==> config.mk <==
export PLATFORM = sky130hd
export DESIGN_NAME = cpu_control_fsm
export DESIGN_NICKNAME = d
export VERILOG_FILES = /design/src/rtl/cpu_pkg.sv /design/src/rtl/cpu_alu.sv /design/src/rtl/cpu_control_fsm.sv
export SDC_FILE = /design/constraint.sdc
export NUM_CORES = 1
export LEC_CHECK = 0
export ABC_AREA = 1
export BUFFER_PORTS_ARGS = -buffer_cell sky130_fd_sc_hd__buf_2
export CAP_MARGIN = 5
export CORE_MARGIN = 2
export CORE_UTILIZATION = 55
export CTS_CLUSTER_DIAMETER = 60
export DETAILED_ROUTE_END_ITERATION = 7
export GPL_TIMING_DRIVEN = 0
export PLACE_DENSITY = 0.83
export SLEW_MARGIN = 20
export SYNTH_ARGS = -nofsm -noshare
export SYNTH_HDL_FRONTEND = slang
export SYNTH_SLANG_ARGS = --single-unit
export TNS_END_PERCENT = 100
==> constraint.sdc <==
create_clock -name clk -period 5.2 [get_ports clk]
set_clock_uncertainty 0.2 [all_clocks]
set_input_delay 0.78 -clock clk [delete_from_list [all_inputs] [get_ports clk]]
set_output_delay 0.78 -clock clk [all_outputs]
set_load 0.005 [all_outputs]
==> src/rtl/cpu_pkg.sv <==
// -----------------------------------------------------------------------------
// cpu_pkg
// Shared definitions for the instruction sequencer: opcode encodings, the
// controller FSM state type and the ALU operation type, plus the decode helper
// that maps an opcode onto an ALU operation.
// Optional feature macro used by the consumers of this package: CTRL_FLAGS_EN.
// -----------------------------------------------------------------------------
package cpu_pkg;

    localparam logic [2:0] OP_LDX  = 3'b000;
    localparam logic [2:0] OP_LDY  = 3'b001;
    localparam logic [2:0] OP_ADD  = 3'b010;
    localparam logic [2:0] OP_SUB  = 3'b011;
    localparam logic [2:0] OP_CLR  = 3'b100;
    localparam logic [2:0] OP_DISP = 3'b101;

    typedef enum logic [1:0] {
        ST_IDLE,
        ST_FETCH,
        ST_EXEC,
        ST_WB
    } state_t;

    typedef enum logic [1:0] {
        ALU_PASS,
        ALU_ADD,
        ALU_SUB
    } alu_op_t;

    // Loads pass the immediate straight through; everything that is not an
    // add or subtract uses PASS because its ALU result is never written.
    function automatic alu_op_t alu_op_of(input logic [2:0] op);
        case (op)
            OP_ADD:  return ALU_ADD;
            OP_SUB:  return ALU_SUB;
            default: return ALU_PASS;
        endcase
    endfunction

endpackage

==> src/rtl/cpu_alu.sv <==
// -----------------------------------------------------------------------------
// cpu_alu
// Combinational add / subtract / pass unit. The result is one bit wider than
// the operands: bit DATA_W is the carry out of an add or the borrow of a
// subtract (set when a < b); the low DATA_W bits wrap modulo 2^DATA_W.
// Ports:
//   op   in   alu_op_t      operation select
//   a    in   DATA_W        first operand (passed through for ALU_PASS)
//   b    in   DATA_W        second operand
//   res  out  DATA_W+1      {carry/borrow, result}
// -----------------------------------------------------------------------------
module cpu_alu
    import cpu_pkg::*;
#(
    parameter int DATA_W = 4
) (
    input  alu_op_t           op,
    input  logic [DATA_W-1:0] a,
    input  logic [DATA_W-1:0] b,
    output logic [DATA_W:0]   res
);

    always_comb begin
        res = '0;
        case (op)
            ALU_ADD: res = {1'b0, a} + {1'b0, b};
            ALU_SUB: res = {1'b0, a} - {1'b0, b};
            default: res = {1'b0, a};
        endcase
    end

endmodule

==> src/rtl/cpu_control_fsm.sv <==
// -----------------------------------------------------------------------------
// cpu_control_fsm
// Instruction sequencer and datapath controller. Requests one instruction at a
// time from instruction memory, latches opcode/immediate, executes against the
// internal X/Y/Z registers and presents Z on the display port.
// Sequence per instruction: FETCH (handshake) -> EXEC (ALU into temp) -> WB.
// Optional feature: define CTRL_FLAGS_EN to add the carry/zero flag outputs.
// Ports:
//   clk          in   rising-edge clock
//   rst_n        in   asynchronous active-low reset
//   run          in   1 = keep fetching, 0 = stop after current instruction
//   instr_req    out  request to instruction memory, held until instr_valid
//   instr_valid  in   opcode/imm valid, sampled only while instr_req = 1
//   opcode       in   OP_W instruction opcode
//   imm          in   DATA_W immediate operand
//   disp         out  DATA_W last displayed Z value
//   disp_valid   out  one-cycle pulse when disp updates
//   busy         out  high in every state except IDLE
//   carry, zero  out  ALU flags (CTRL_FLAGS_EN only)
// -----------------------------------------------------------------------------
module cpu_control_fsm
    import cpu_pkg::*;
#(
    parameter int DATA_W = 4,
    parameter int OP_W   = 3
) (
    input  logic              clk,
    input  logic              rst_n,
    input  logic              run,
    output logic              instr_req,
    input  logic              instr_valid,
    input  logic [OP_W-1:0]   opcode,
    input  logic [DATA_W-1:0] imm,
    output logic [DATA_W-1:0] disp,
    output logic              disp_valid,
    output logic              busy
`ifdef CTRL_FLAGS_EN
    ,
    output logic              carry,
    output logic              zero
`endif
);

    state_t            state;
    logic [OP_W-1:0]   ir_op_p0;
    logic [DATA_W-1:0] ir_imm_p0;
    logic [DATA_W-1:0] alu_res_p1;
    logic [DATA_W-1:0] reg_x;
    logic [DATA_W-1:0] reg_y;
    logic [DATA_W-1:0] reg_z;

    logic [2:0]        op_dec;
    alu_op_t           alu_op;
    logic [DATA_W-1:0] alu_a;
    logic [DATA_W:0]   alu_res;

    assign op_dec = 3'(ir_op_p0);
    assign alu_op = alu_op_of(op_dec);
    // Loads route the immediate through the ALU so EXEC has a single temp path.
    assign alu_a  = (alu_op == ALU_PASS) ? ir_imm_p0 : reg_x;

    cpu_alu #(
        .DATA_W (DATA_W)
    ) u_alu (
        .op  (alu_op),
        .a   (alu_a),
        .b   (reg_y),
        .res (alu_res)
    );

`ifdef CTRL_FLAGS_EN
    logic carry_p1;
`else
    logic unused_carry;
    assign unused_carry = alu_res[DATA_W];
`endif

    always_ff @(posedge clk or negedge rst_n) begin
        if (!rst_n) begin
            state      <= ST_IDLE;
            instr_req  <= 1'b0;
            busy       <= 1'b0;
            disp       <= '0;
            disp_valid <= 1'b0;
            ir_op_p0   <= '0;
            ir_imm_p0  <= '0;
            alu_res_p1 <= '0;
            reg_x      <= '0;
            reg_y      <= '0;
            reg_z      <= '0;
`ifdef CTRL_FLAGS_EN
            carry_p1   <= 1'b0;
            carry      <= 1'b0;
            zero       <= 1'b0;
`endif
        end else begin
            disp_valid <= 1'b0;
            case (state)
                ST_IDLE: begin
                    if (run) begin
                        state     <= ST_FETCH;
                        instr_req <= 1'b1;
                        busy      <= 1'b1;
                    end
                end

                // Fetch -> instruction register. A response arriving in the
                // same cycle run drops still completes the handshake.
                ST_FETCH: begin
                    if (instr_valid) begin
                        ir_op_p0  <= opcode;
                        ir_imm_p0 <= imm;
                        instr_req <= 1'b0;
                        state     <= ST_EXEC;
                    end else if (!run) begin
                        instr_req <= 1'b0;
                        busy      <= 1'b0;
                        state     <= ST_IDLE;
                    end
                end

                // Instruction register -> ALU temp.
                ST_EXEC: begin
                    alu_res_p1 <= alu_res[DATA_W-1:0];
`ifdef CTRL_FLAGS_EN
                    carry_p1   <= alu_res[DATA_W];
`endif
                    state      <= ST_WB;
                end

                // ALU temp -> architectural registers / display.
                ST_WB: begin
                    case (op_dec)
                        OP_LDX: reg_x <= alu_res_p1;
                        OP_LDY: reg_y <= alu_res_p1;
                        OP_ADD, OP_SUB: begin
                            reg_z <= alu_res_p1;
`ifdef CTRL_FLAGS_EN
                            carry <= carry_p1;
                            zero  <= (alu_res_p1 == '0);
`endif
                        end
                        OP_CLR: begin
                            reg_x <= '0;
                            reg_y <= '0;
                            reg_z <= '0;
`ifdef CTRL_FLAGS_EN
                            carry <= 1'b0;
                            zero  <= 1'b0;
`endif
                        end
                        OP_DISP: begin
                            disp       <= reg_z;
                            disp_valid <= 1'b1;
                        end
                        default: ;
                    endcase
                    if (run) begin
                        state     <= ST_FETCH;
                        instr_req <= 1'b1;
                    end else begin
                        state <= ST_IDLE;
                        busy  <= 1'b0;
                    end
                end

                default: begin
                    state     <= ST_IDLE;
                    instr_req <= 1'b0;
                    busy      <= 1'b0;
                end
            endcase
        end
    end

endmodule

Word-level counts from Yosys, hierarchy flattened
Index checks and enable logic that the tools add are counted.
{"block": "op_classes", "eq_ne": 14, "n_reduce_logical": 18, "n_addsub": 2, "n_mux": 20}
{"cell": "$pmux 4 s2", "count": 4}
{"cell": "$reduce_and 2->1", "count": 6}
{"cell": "$mux 1", "count": 8}
{"cell": "$pmux 2 s4", "count": 1}
{"cell": "$reduce_bool 2->1", "count": 4}
{"cell": "$eq 2x2->1 const B", "count": 3}
{"cell": "$eq 3x2->1 const B", "count": 2}
{"cell": "$eq 3x3->1 const B", "count": 2}
{"cell": "$mux 2", "count": 3}
{"cell": "$reduce_and 3->1", "count": 2}
{"cell": "$add 4x4->4", "count": 1}
{"cell": "$eq 2x1->1 const B", "count": 2}
{"cell": "$logic_not 2->1", "count": 2}
{"cell": "$mux 4", "count": 1}
{"cell": "$ne 2x2->1 const B", "count": 2}
{"cell": "$pmux 2 s2", "count": 1}
{"cell": "$reduce_or 2->1", "count": 2}
{"cell": "$sub 4x4->4", "count": 1}
{"cell": "$eq 3x1->1 const B", "count": 1}
{"cell": "$logic_not 3->1", "count": 1}
{"cell": "$ne 3x3->1 const B", "count": 1}
{"cell": "$pmux 1 s3", "count": 1}
{"cell": "$reduce_bool 3->1", "count": 1}
{"cell": "$ne 2x1->1 const B", "count": 1}
{"cell": "$pmux 1 s2", "count": 1}
{"block": "totals", "regBits": 32, "wordCells": 65, "output_inout_bits": 7}

Logic depth before layout (Yosys ltp)
Gate-level depths: netlist of run 1.
{"block": "logic_depth", "depth_word": 6, "depth_mapped": 18}

Modules after synthesis
A second synthesis of run 1 with hierarchy kept.
{"block": "unflattened", "cells_unflattened": 244, "area_unflattened_um2": 1876.8}
{"module": "cpu_control_fsm", "area_per_inst_um2": 1544.0, "cells_per_inst": 181, "n_inst": 1}
{"module": "cpu_alu", "area_per_inst_um2": 332.8, "cells_per_inst": 63, "n_inst": 1}

Worst setup path after synthesis of run 1
No wires, ideal clock.
{"block": "synth_path", "path_kind": "reg2reg", "startpoint": "reg ir_op_p0[2]", "endpoint": "reg alu_res_p1[2]", "setup_ns": 0.124, "slack_ns": 2.798, "path_stages_with_launch": 14, "required_ns": 4.876, "arrival_time_ns": 2.078, "n_path_buf": 1, "cell_sequence": "dfrtp_1 -> inv_1 -> nand2_1 -> nor2_1 -> inv_1 -> ha_1 -> clkbuf_2 -> mux2i_1 -> ha_1 -> fa_1 -> xor2_1 -> nand2_1 -> o211ai_1 -> nand2_1"}
{"block": "synth_between", "elab_chain_len": 6}
{"element": "start, declared", "line": "cpu_control_fsm.sv:45", "source": "logic [OP_W-1:0] ir_op_p0;"}
{"element": "start signal, assigned", "line": "cpu_control_fsm.sv:111", "source": "ir_op_p0 <= opcode;"}
{"element": "$eq 3x2->1", "line": "cpu_pkg.sv:33", "source": "case (op)"}
{"element": "$pmux 2 s2 (*)", "line": "cpu_pkg.sv:33"}
{"element": "$logic_not 2->1", "line": "cpu_control_fsm.sv:60", "source": "assign alu_a = (alu_op == ALU_PASS) ? ir_imm_p0 : reg_x;"}
{"element": "$mux 4", "line": "cpu_control_fsm.sv:60"}
{"element": "$sub 4x4->4 or $add 4x4->4 (tied branches)", "line": "cpu_alu.sv:27, cpu_alu.sv:26"}
{"element": "$pmux 4 s2 (*)", "line": "cpu_alu.sv:25", "source": "case (op)"}
{"element": "end signal, assigned", "line": "cpu_control_fsm.sv:124", "source": "alu_res_p1 <= alu_res[DATA_W-1:0];"}
{"element": "end, declared", "line": "cpu_control_fsm.sv:47", "source": "logic [DATA_W-1:0] alu_res_p1;"}
Every way passes the cells marked *; elsewhere a longest branch is shown, timed or not.
A chain may end at the register's enable or synchronous reset.

Worst setup path after layout of run 1
{"block": "layout_path", "startpoint": "reg ir_op_p0[2]", "endpoint": "reg alu_res_p1[1]"}
Same word-level chain as after synthesis.

==> run summary, run 1 <==
The flow ran to the end, but the final reports show violations. The final reports fail on DRC. Setup repair after global routing left no endpoint under its margin. Wires add up to 2.97 mm.

The height of the die was 58.9 µm. The count of cells resized by post-cts repair is 0. Clock-pin slew was measured on the worst setup and hold paths at 0.09 ns. For the standard cell core area, the log shows 2810 µm². The antenna diode count is 0, and the post-route cell area is 1840 µm². The total buffers and inverters traversed by the critical path came out at 3. The maximum root-to-sink buffer count came out at 2. After legalization and detailed placement, the total HPWL measured 2.31 mm. The wire length per cell was 12.0 µm; the via count of the first global-routing pass was 1215. Entering global routing, the biggest net connects 33 pins. The logs give 1261 for the via count and 63 for the starting DRC count in detailed routing.

Counting every sink on the clock net gives 32. The path class of the lowest-slack min-delay path was flop to flop. The max-slew violation count is 0. In this run the horizontal extent of the chip is 58.9 µm. The clock root buffer master is sky130_fd_sc_hd__clkbuf_4. The growth of design area from synthesis to finish is 11.0%, and the deepest level of the CTS H-tree is 2.

The run gives 18 as the I/O pin total. For this design, the CTS-stage hold fixing added 0 buffers. For the sequential share of the synthesized area, the log shows 0.482. For the cell count after synthesis, the log shows 191. The run gives 0 ns as the accumulated negative setup slack. The final critical-path share of the clock period is 0.507. The register bit count reported by yosys is 32. Global routing finished with a remaining overflow of 0. Walking the worst path, the cells encountered are inv_1, nand2_1, nor2_1, inv_1, ha_1, clkbuf_2, mux2i_1, ha_1, fa_1, o21ai_0, a21oi_1, nor2_1. The run gives 239 as the number of nets in the layout. The unique cell type count in the Yosys netlist is 27, and the time the worst path needs with I/O delays and setup is 2.63 ns. TritonCTS built the clock tree.

The capturing element type of the critical path was a flop. Number of synthesis warnings: 0. In this run, synthesis inferred 0 flip-flops with an integrated enable. After detailed placement, the total cell area comes to 1780 µm².

Setup violations remaining at the end of the flow were counted as 0. The share of flip-flops with an asynchronous set or reset is 1.00, and the post-CTS setup repair buffer count is 0. The synthesized cell area came out at 1660 µm².

The run gives 0.210 as the overall routing resource usage. In this run the static leakage power is 0.000961 µW. The measured slew at the worst slew-check pin came out at 0.690 ns. Ranked by total cell area, the synthesized netlist is headed by sky130_fd_sc_hd__dfrtp_1 48%, sky130_fd_sc_hd__nand2_1 13%, sky130_fd_sc_hd__ha_1 9.0%, sky130_fd_sc_hd__inv_1 4.3%, sky130_fd_sc_hd__o21ai_0 4.2%.

The maximum fanout count along the critical path is 7. Startpoint kind of the worst setup timing path: a flop. For the worst-skew pair, the clock arrives at the later sink with an insertion delay of 0.33 ns.

The post-route DRC violation count is 1, and the share of final-layout standard cells stronger than drive strength 1 is 0.157. Fill cells in the final layout number 245. For the die outline area, the log shows 3470 µm².

Among all flip-flop cells after synthesis, the most frequent one is sky130_fd_sc_hd__dfrtp_1. The critical path in this run is classified as flop to flop. After layout, the design draws a total of 1110 µW. The delay of the slowest critical-path stage works out to 0.41 ns. The first global-routing pass estimated 5.29 mm of wire. The relative slew slack was 0.540; the weighted congestion reported at the end of routability-driven placement was 0.827. When the netlist entered floorplanning its net count stood at 215. The number of hold violations in the final report was 0. For the starting utilization of the core area, the log shows 0.592. The run gives 2.70 ns as the data arrival time of the worst path. The run gives 0 as the number of antenna violations at the first check in global routing.

In this run the remaining antenna-violating nets after routing total 0. The cell type with the highest aggregate area in the netlist was sky130_fd_sc_hd__dfrtp_1. The portion of synthesized cell area occupied by the leading cell type was 0.482.

The first detailed-routing pass ran for 6 iterations. The slack of the worst reg-to-reg path is 2.57 ns. The number of buffers added on ports is 17, and the power density over the cells is 603 nW/µm². The dominant delay contributor by cell family on the critical path is adder cells. The logs give 19 for the floorplan row count and 380 MHz for the maximum clock rate.

The worst-case IR drop observed on VDD is 351 µV. The post-detailed-route via-to-cell ratio was 5.11; the final core utilization was 0.657. For the worst setup path, the data required time is 5.26 ns. Buffers inserted during clock tree synthesis total 5.

The mean instance size in the synthesized netlist came out at 8.69 µm². The slowest stage of the critical path is the sky130_fd_sc_hd__dfrtp_1 cell. Max-cap violations in this run came to 0.
[synthesized netlist by cell type, drive strengths merged (4+ instances only)]
| master | count |
|---|---|
| a21oi | 7 |
| dfrtp | 32 |
| ha | 12 |
| inv | 22 |
| mux2 | 4 |
| nand2 | 60 |
| nand3 | 6 |
| nor2 | 14 |
| o21ai | 20 |
[sequential cells by signal, indices dropped and copies added, names as in the netlist, 3 cells and up, named ones only]
register,cells
ir_op_p0,3
reg_y,4
disp,4
reg_z,4
alu_res_p1,4
reg_x,4
ir_imm_p0,4
[stage by stage]
step,std cells,hold slack (ns),setup slack (ns)
3_5_place_dp,239,0.253,2.55
3_3_place_gp,239,0.248,2.60
5_1_grt,247,0.318,2.29
4_1_cts,247,0.275,2.52
6_report,247,0.268,2.57
2_1_floorplan,191,0.249,2.80
[tightest hold or removal path, delay by kind of cell (launching register included)]
kind | cells | cell delay [ns]
DFF | 1 | 0.34
and+or+nand+nor | 2 | 0.09
[final cells by class]
type                    count  area [µm²]  share of cell area
plain buffers               2        10.0             0.00543
clock buffers               8        58.8              0.0319
inverters                  22        82.6              0.0448
multi-input cells         135         767               0.416
flip-flops and latches     32         801               0.434
well taps                  31        38.8              0.0210
repair buffers             17        85.1              0.0462
[cells by family (layout without fill, tap and decap cells)]
family,after synthesis,in the layout,synth area share
muxes,5,5,0.0332
buffers and inverters,24,49,0.0558
DFF,32,32,0.482
AOI/OAI and AO/OA,31,31,0.102
adders and majority gates,13,13,0.102
and+or+nand+nor,84,84,0.214
xor gates and xnor gates,2,2,0.0106
[power breakdown]
part	leakage (µW)	internal, µW	switching [µW]
logic	0.000523	221	318
registers	0.000405	352	74.2
clock network	0.0000326	66.6	79.5
total	0.000961	640	471
[metal layers]
metal,wire [µm],vias up,share of wire,track usage
met5,0,-,0,0
met4,33,0,0.011,0.0779
met2,1390,21,0.47,0.310
met1,1420,569,0.48,0.285
met3,134,5,0.045,0.0769
li1,-,666,-,-
[layout by cell type, fill, tap and decap left out, types with 2 or more instances in the layout]
cell | Yosys | layout
sky130_fd_sc_hd__inv_2 | 3 | 3
sky130_fd_sc_hd__clkbuf_4 | 0 | 5
sky130_fd_sc_hd__o21ai_1 | 6 | 6
sky130_fd_sc_hd__ha_1 | 12 | 12
sky130_fd_sc_hd__nand2_2 | 3 | 3
sky130_fd_sc_hd__mux2_1 | 2 | 2
sky130_fd_sc_hd__dfrtp_1 | 32 | 32
sky130_fd_sc_hd__buf_2 | 1 | 18
sky130_fd_sc_hd__nand3_1 | 6 | 6
sky130_fd_sc_hd__o21ai_0 | 14 | 14
sky130_fd_sc_hd__clkbuf_1 | 0 | 2
sky130_fd_sc_hd__inv_1 | 19 | 19
sky130_fd_sc_hd__nor2_1 | 14 | 14
sky130_fd_sc_hd__a21oi_1 | 7 | 7
sky130_fd_sc_hd__mux2_2 | 2 | 2
sky130_fd_sc_hd__nand2_1 | 57 | 57
[worst paths after layout]
kind | to | cells after the start | start
worst max-delay path | alu_res_p1[1]$_DFFE_PN0N_ | 12 | ir_op_p0[2]$_DFFE_PN0P_
worst min-delay path | disp[0]$_DFFE_PN0P_ | 2 | disp[0]$_DFFE_PN0P_
worst max register to register | alu_res_p1[1]$_DFFE_PN0N_ | 12 | ir_op_p0[2]$_DFFE_PN0P_
worst min register to register | disp[0]$_DFFE_PN0P_ | 2 | disp[0]$_DFFE_PN0P_
max in group asynchronous | reg_x[1]$_DFFE_PN0P_ | 1 | rst_n
min in group asynchronous | ir_op_p0[1]$_DFFE_PN0P_ | 1 | rst_n
(Power assumes the default switching activity.)
==> run 2, diff against run 1 <==
--- a/config.mk
+++ b/config.mk
@@ -9,7 +9,7 @@
 export BUFFER_PORTS_ARGS = -buffer_cell sky130_fd_sc_hd__buf_2
 export CAP_MARGIN = 5
 export CORE_MARGIN = 2
-export CORE_UTILIZATION = 55
+export CORE_UTILIZATION = 52
 export CTS_CLUSTER_DIAMETER = 60
 export DETAILED_ROUTE_END_ITERATION = 7
 export GPL_TIMING_DRIVEN = 0
==> constraint.sdc (replaced) <==
create_clock -name clk -period 2.4 [get_ports clk]
set_clock_uncertainty 0.2 [all_clocks]
set_input_delay 0.36 -clock clk [delete_from_list [all_inputs] [get_ports clk]]
set_output_delay 0.36 -clock clk [all_outputs]
set_load 0.005 [all_outputs]
==> run summary, run 2 (same netlist as run 1, synthesis figures left out) <==
The floorplan row count is 20, and the growth of design area from synthesis to finish is 20.8%. For the worst-case vdd ir drop, the log shows 844 µV. The worst setup path is of the flop to flop kind. The final critical-path share of the clock period is 1.01, and the relative slew slack is 0.538. The tools report the first-pass iteration count of the detailed router as 5.

The run gives 243 as the number of nets in the layout. The die covers 3660 µm². Pin count of the biggest net entering global routing: 33. The H-tree generated during clock tree synthesis spans 2 levels. Starting utilization of the core area: 0.544. The path class of the lowest-slack min-delay path was primary input to flop. The post-place instance area was 1800 µm². The total overflow left after global routing is 0. During placement, the flow inserted port buffers numbering 17. In the final routed layout, each cell accounts on average for 12.9 µm. The number of antenna violations at the first check in global routing is 0, and the sum of net half-perimeters after detailed placement is 2.33 mm. The run finished, with violations left.

From left edge to right edge, the die measures 60.5 µm. Signal routing reaches up to met4. The clock drives 32 sinks.

After filler insertion, the fill cell instance count of the layout stands at 251. The share of final-layout standard cells stronger than drive strength 1 was 0.259; the post-route cell area was 2010 µm². The required time reported for the critical path endpoint is 2.47 ns, and the maximum fanout count along the critical path is 6. The run gives 2810 µW as the total power. Across the whole layout, storage elements account for 801 µm². For the number of hold violations in the final report, the log shows 0.

The startpoint kind of the worst setup timing path is a flop. The post-route met1 wirelength was 1.54 mm; the post-detailed-route via-to-cell ratio was 5.08. The antenna diode count came out at 0. The via count of the first global-routing pass is 1231, and the total length of routed met3 wires is 124 µm.

Data arrives at the worst endpoint at 2.50 ns. TritonCTS built the clock tree. For the starting DRC count in detailed routing, the log shows 103. The leading cell type in the layout, fill and taps excluded is sky130_fd_sc_hd__nand2_1. The run gives 0.210 as the overall routing resource usage.

The final setup violation count came out at 1. The measured slew at the worst slew-check pin was 0.693 ns. The count of nets left with antenna violations after detail routing is 0. Across the run, the number of max-cap violations was 0.

STA classifies the critical path endpoint as a flop. The max-slew violation count is 0, and the via count is 1342. The later-pin clock latency in the skew report came out at 0.34 ns. The clock passes through at most 2 buffers. In this run the vertical extent of the chip is 60.5 µm. Summed over all cells, the static leakage comes to 0.000989 µW. For the final routed database, the setup TNS stands at -0.0334 ns.

I/O pin total: 18. The weighted congestion reported at the end of routability-driven placement is 0.781, and the time the worst path needs with I/O delays and setup is 2.43 ns. The post-route DRC violation count was 0.

The run gives 3.40 mm as the post-detailed-routing wire length. The multi-input combinational cell area is 857 µm², and the post-route worst setup slack is -0.0334 ns. The final worst hold slack came out at 0.0340 ns. Derived from the worst setup path, the maximum achievable clock frequency is 411 MHz.

The run gives 5 as the clock buffer count from CTS. Wire segments on met2 add up to 1.68 mm in the final route. Power spread over the standard cell area amounts to 1400 nW/µm².

Setup repair after global routing could not meet its margin everywhere. In the layout the commonest cells are 55 x sky130_fd_sc_hd__nand2_1, 32 x sky130_fd_sc_hd__dfrtp_1, 18 x sky130_fd_sc_hd__buf_2. The final reports fail on setup timing.

The standard cell core area was 3050 µm²; the clock transition at the registers of the reported paths was 0.11 ns. The tools report the clock root buffer master as sky130_fd_sc_hd__clkbuf_4. The first global-routing pass estimated 5.55 mm of wire.
## run 2: layout make-up
type / count / area share
multi-input cells: 135 / 0.427
flip-flops and latches: 32 / 0.399
repair buffers: 22 / 0.0624
inverters: 22 / 0.0412
well taps: 44 / 0.0274
clock inverters: 3 / 0.0212
clock buffers: 5 / 0.0187
plain buffers: 1 / 0.00250
## run 2: routing by layer
layer | up-vias | track usage
met4 | 0 | 0.0776
li1 | 671 | -
met5 | - | 0
met2 | 34 | 0.332
met1 | 626 | 0.280
met3 | 11 | 0.0533
## run 2: final timing paths
| kind | start | endpoint | slack [ns] | depth (start not counted) |
|---|---|---|---|---|
| min in group asynchronous | rst_n | reg_z[3]$_DFFE_PN0P_ | 0.39 | 2 |
| setup reg to reg | ir_op_p0[2]$_DFFE_PN0P_ | alu_res_p1[1]$_DFFE_PN0N_ | -0.03 | 11 |
| setup / recovery | ir_op_p0[2]$_DFFE_PN0P_ | alu_res_p1[1]$_DFFE_PN0N_ | -0.03 | 11 |
| max in group asynchronous | rst_n | alu_res_p1[2]$_DFFE_PN0N_ | 1.16 | 2 |
| hold reg to reg | disp[0]$_DFFE_PN0P_ | disp[0]$_DFFE_PN0P_ | 0.28 | 2 |
| hold / removal | imm[3] | ir_imm_p0[3]$_DFFE_PN0P_ | 0.03 | 2 |
## run 2: metrics by stage
step	instances	utilization	worst slack, ns
finish	264	0.657	-0.0334
detailed placement	252	0.590	-0.180
floorplan	191	-	0.0448
global placement	252	0.590	-0.126
CTS	263	0.633	-0.00279
global route	264	0.657	-0.111
## run 2: what timing repair did
item,in CTS,in global routing
endpoints found under the setup margin,3,3
endpoints found under the hold margin,32,0
buffers inserted,3,1
resized for setup,8,14
hold buffers,1,0
pin swaps,2,10
## run 2: power by group
group / leakage (µW) / switching (µW) / internal (µW)
Sequential: 0.000405 / 161 / 762
Clock: 0.0000412 / 196 / 217
Combinational: 0.000543 / 831 / 639
Total: 0.000989 / 1190 / 1620
## run 2: worst max-delay path, stage by stage (launching register included)
cell                      delay [ns]
sky130_fd_sc_hd__dfrtp_1        0.42
sky130_fd_sc_hd__inv_2          0.09
sky130_fd_sc_hd__nand2_2        0.08
sky130_fd_sc_hd__nor2_4         0.15
sky130_fd_sc_hd__inv_2          0.06
sky130_fd_sc_hd__ha_4           0.18
sky130_fd_sc_hd__mux2i_2        0.21
sky130_fd_sc_hd__ha_2           0.23
sky130_fd_sc_hd__fa_2           0.44
sky130_fd_sc_hd__o21ai_2        0.15
sky130_fd_sc_hd__a21oi_2        0.05
sky130_fd_sc_hd__nor2_1         0.08
==> run 3, diff against run 2 <==
--- a/config.mk
+++ b/config.mk
@@ -9,7 +9,7 @@
 export BUFFER_PORTS_ARGS = -buffer_cell sky130_fd_sc_hd__buf_2
 export CAP_MARGIN = 5
 export CORE_MARGIN = 2
-export CORE_UTILIZATION = 52
+export CORE_UTILIZATION = 55
 export CTS_CLUSTER_DIAMETER = 60
 export DETAILED_ROUTE_END_ITERATION = 7
 export GPL_TIMING_DRIVEN = 0
==> constraint.sdc (replaced) <==
create_clock -name clk -period 2.46 [get_ports clk]
set_clock_uncertainty 0.2 [all_clocks]
set_input_delay 0.369 -clock clk [delete_from_list [all_inputs] [get_ports clk]]
set_output_delay 0.369 -clock clk [all_outputs]
set_load 0.005 [all_outputs]
==> run summary, run 3 (same netlist as run 1, synthesis figures left out) <==
The run finished, with violations left. The checks that failed: DRC. The post-placement setup slack was -0.191 ns. Among cell families on the critical path, the largest total delay comes from adder cells.

Excluding fillers, the count of instances in the completed layout stands at 250. The post-detailed-route via-to-cell ratio is 5.12, and the maximum root-to-sink buffer count is 2. Starting utilization of the core area: 0.592. Later-pin clock latency in the skew report: 0.35 ns.

The run gives 785 µV as the worst-case vdd ir drop. Dividing the detail-routed wire length by the instance count gives 12.8 µm. Leaving out fill and tap cells, the most frequent cell in the layout is sky130_fd_sc_hd__nand2_1.

For the count of nets left with antenna violations after detail routing, the log shows 0. The total length of routed met3 wires is 105 µm. The run gives 1.54 mm as the detailed route wirelength on metal2. The logs give 0.686 for the final core utilization and 415 MHz for the maximum clock rate. The logs give 18 for the I/O pin total and 1217 for the via count of the first global-routing pass. The run gives 33 as the pin count of the biggest net entering global routing. Across all setup checks in the final design, the least slack found is 0.0485 ns.

Setup violations remaining at the end of the flow were counted as 0. The worst setup path is captured at a flop. The share of final-layout standard cells stronger than drive strength 1 works out to 0.224.

Setup repair after global routing could not meet its margin everywhere. In this run, CTS created clock tree buffers numbering 5. The clock tree synthesis step divided the H-tree into 2 levels.

The top cell types in the final layout, fill and taps aside, are 54 x sky130_fd_sc_hd__nand2_1, 32 x sky130_fd_sc_hd__dfrtp_1, 18 x sky130_fd_sc_hd__buf_2. The maximum fanout count along the critical path is 7. The worst setup path is launched from a flop.

Port buffering added 17 buffers. Among all stages on the critical path, the largest delay is contributed by sky130_fd_sc_hd__fa_2. The via count was 1281.

Traced cell by cell, the critical path runs through inv_2, nand2_4, nor2_4, inv_2, ha_4, inv_1, nand2_2, nand2_2, inv_1, fa_2, o21ai_1, a21oi_1, nor2_1. Including well taps, the total number of placed cells is 239. The number of hold violations in the final report was 0; the starting DRC count in detailed routing was 60. The die width works out to 58.9 µm. The standard cell core area was 2810 µm².

Max-slew violation count: 0. After floorplanning, the core was divided into 19 placement rows. The power density over the cells is 1320 nW/µm², and the number of sinks handled by clock tree synthesis is 32. The first-pass iteration count of the detailed router is 8.

The tools report the accumulated negative setup slack as 0 ns. The delay of the slowest critical-path stage works out to 0.56 ns. The run gives 2.45 ns as the data arrival time of the worst path. The type of the setup path with the least slack is flop to flop.

The tools report the clock root buffer master as sky130_fd_sc_hd__clkbuf_4. The logs give 0.212 for the overall routing resource usage and 0.827 for the weighted congestion reported at the end of routability-driven placement. STA puts the critical path data required time at 2.50 ns. Clock-pin slew was measured on the worst setup and hold paths at 0.09 ns. The die outline area is 3470 µm². The run gives 0 as the number of antenna violations at the first check in global routing. The min-delay analysis places its worst path in the category primary input to flop.

The tools report the overall overflow remaining after global route as 0. The post-route DRC violation count was 1; the relative slew slack was 0.528. For this design the static power due to leakage is 0.000973 µW.

The post-detailed-routing wire length is 3.21 mm, and the growth of design area from synthesis to finish is 15.8%. The final layout contains 242 nets. For the finished layout, the period the worst path requires is 2.41 ns. The repair_antennas step left the layout with diodes totalling 0.

The run gives 2.31 mm as the sum of net half-perimeters after detailed placement. Across the run, the number of max-cap violations was 0. For the pin with the worst max-slew slack, the measured transition is 0.708 ns. The floorplan step set the die height to 58.9 µm. TritonCTS built the clock tree. The number of buffers and inverters on the critical path is 4.

The detailed router used layers up to and including met4. The final critical-path share of the clock period was 0.980. The global-route wire length before repair is 5.31 mm. For this block, wires on met1 add up to 1.52 mm.
==> run 3: area by class of cell <==
| cell class | count | area [µm²] |
|---|---|---|
| buffer | 1 | 5.00 |
| clock buffer | 8 | 58.8 |
| fill | 229 | 882 |
| inverter | 22 | 82.6 |
| multi-input combinational | 135 | 820 |
| sequential | 32 | 801 |
| tap | 31 | 38.8 |
| timing repair buffer | 21 | 118 |
==> run 3: stage by stage <==
step / hold slack (ns) / total power (µW) / cell area (µm²)
2_1_floorplan: -0.127 / 1770 / 1660
6_report: 0.0284 / 2540 / 1920
4_1_cts: 0.0323 / 2420 / 1870
3_5_place_dp: 0.253 / 2060 / 1780
3_3_place_gp: 0.246 / 2010 / 1780
5_1_grt: 0.0203 / 2800 / 1920
==> run 3: path summary, 6_finish.rpt <==
check / slack, ns / depth (start not counted) / startpoint / endpoint
setup / recovery: 0.05 / 13 / ir_op_p0[2]$_DFFE_PN0P_ / alu_res_p1[1]$_DFFE_PN0N_
hold / removal: 0.03 / 2 / imm[0] / ir_imm_p0[0]$_DFFE_PN0P_
setup reg to reg: 0.05 / 13 / ir_op_p0[2]$_DFFE_PN0P_ / alu_res_p1[1]$_DFFE_PN0N_
hold reg to reg: 0.27 / 2 / disp[0]$_DFFE_PN0P_ / disp[0]$_DFFE_PN0P_
max in group asynchronous: 1.20 / 2 / rst_n / reg_x[1]$_DFFE_PN0P_
min in group asynchronous: 0.40 / 2 / rst_n / alu_res_p1[3]$_DFFE_PN0N_
==> run 3: layer usage <==
layer  GRT usage  vias to the layer above
met5           0                        -
met4      0.0779                        0
met3      0.0769                        5
met2       0.314                       17
met1       0.285                      584
li1            -                      675
==> run 3: timing repair <==
action                                 4_1_cts  5_1_grt
endpoints found under the hold margin       32        0
hold buffers                                 1        0
pin swaps                                    1        2
setup buffers                                1        2
resized for setup                            6       12
setup endpoints to repair                    3        3
==> run 3: report_power, final <==
group          switching, µW  leakage, µW  internal (µW)
registers                171     0.000405            744
clock network            175    0.0000326            141
logic                    737     0.000535            573
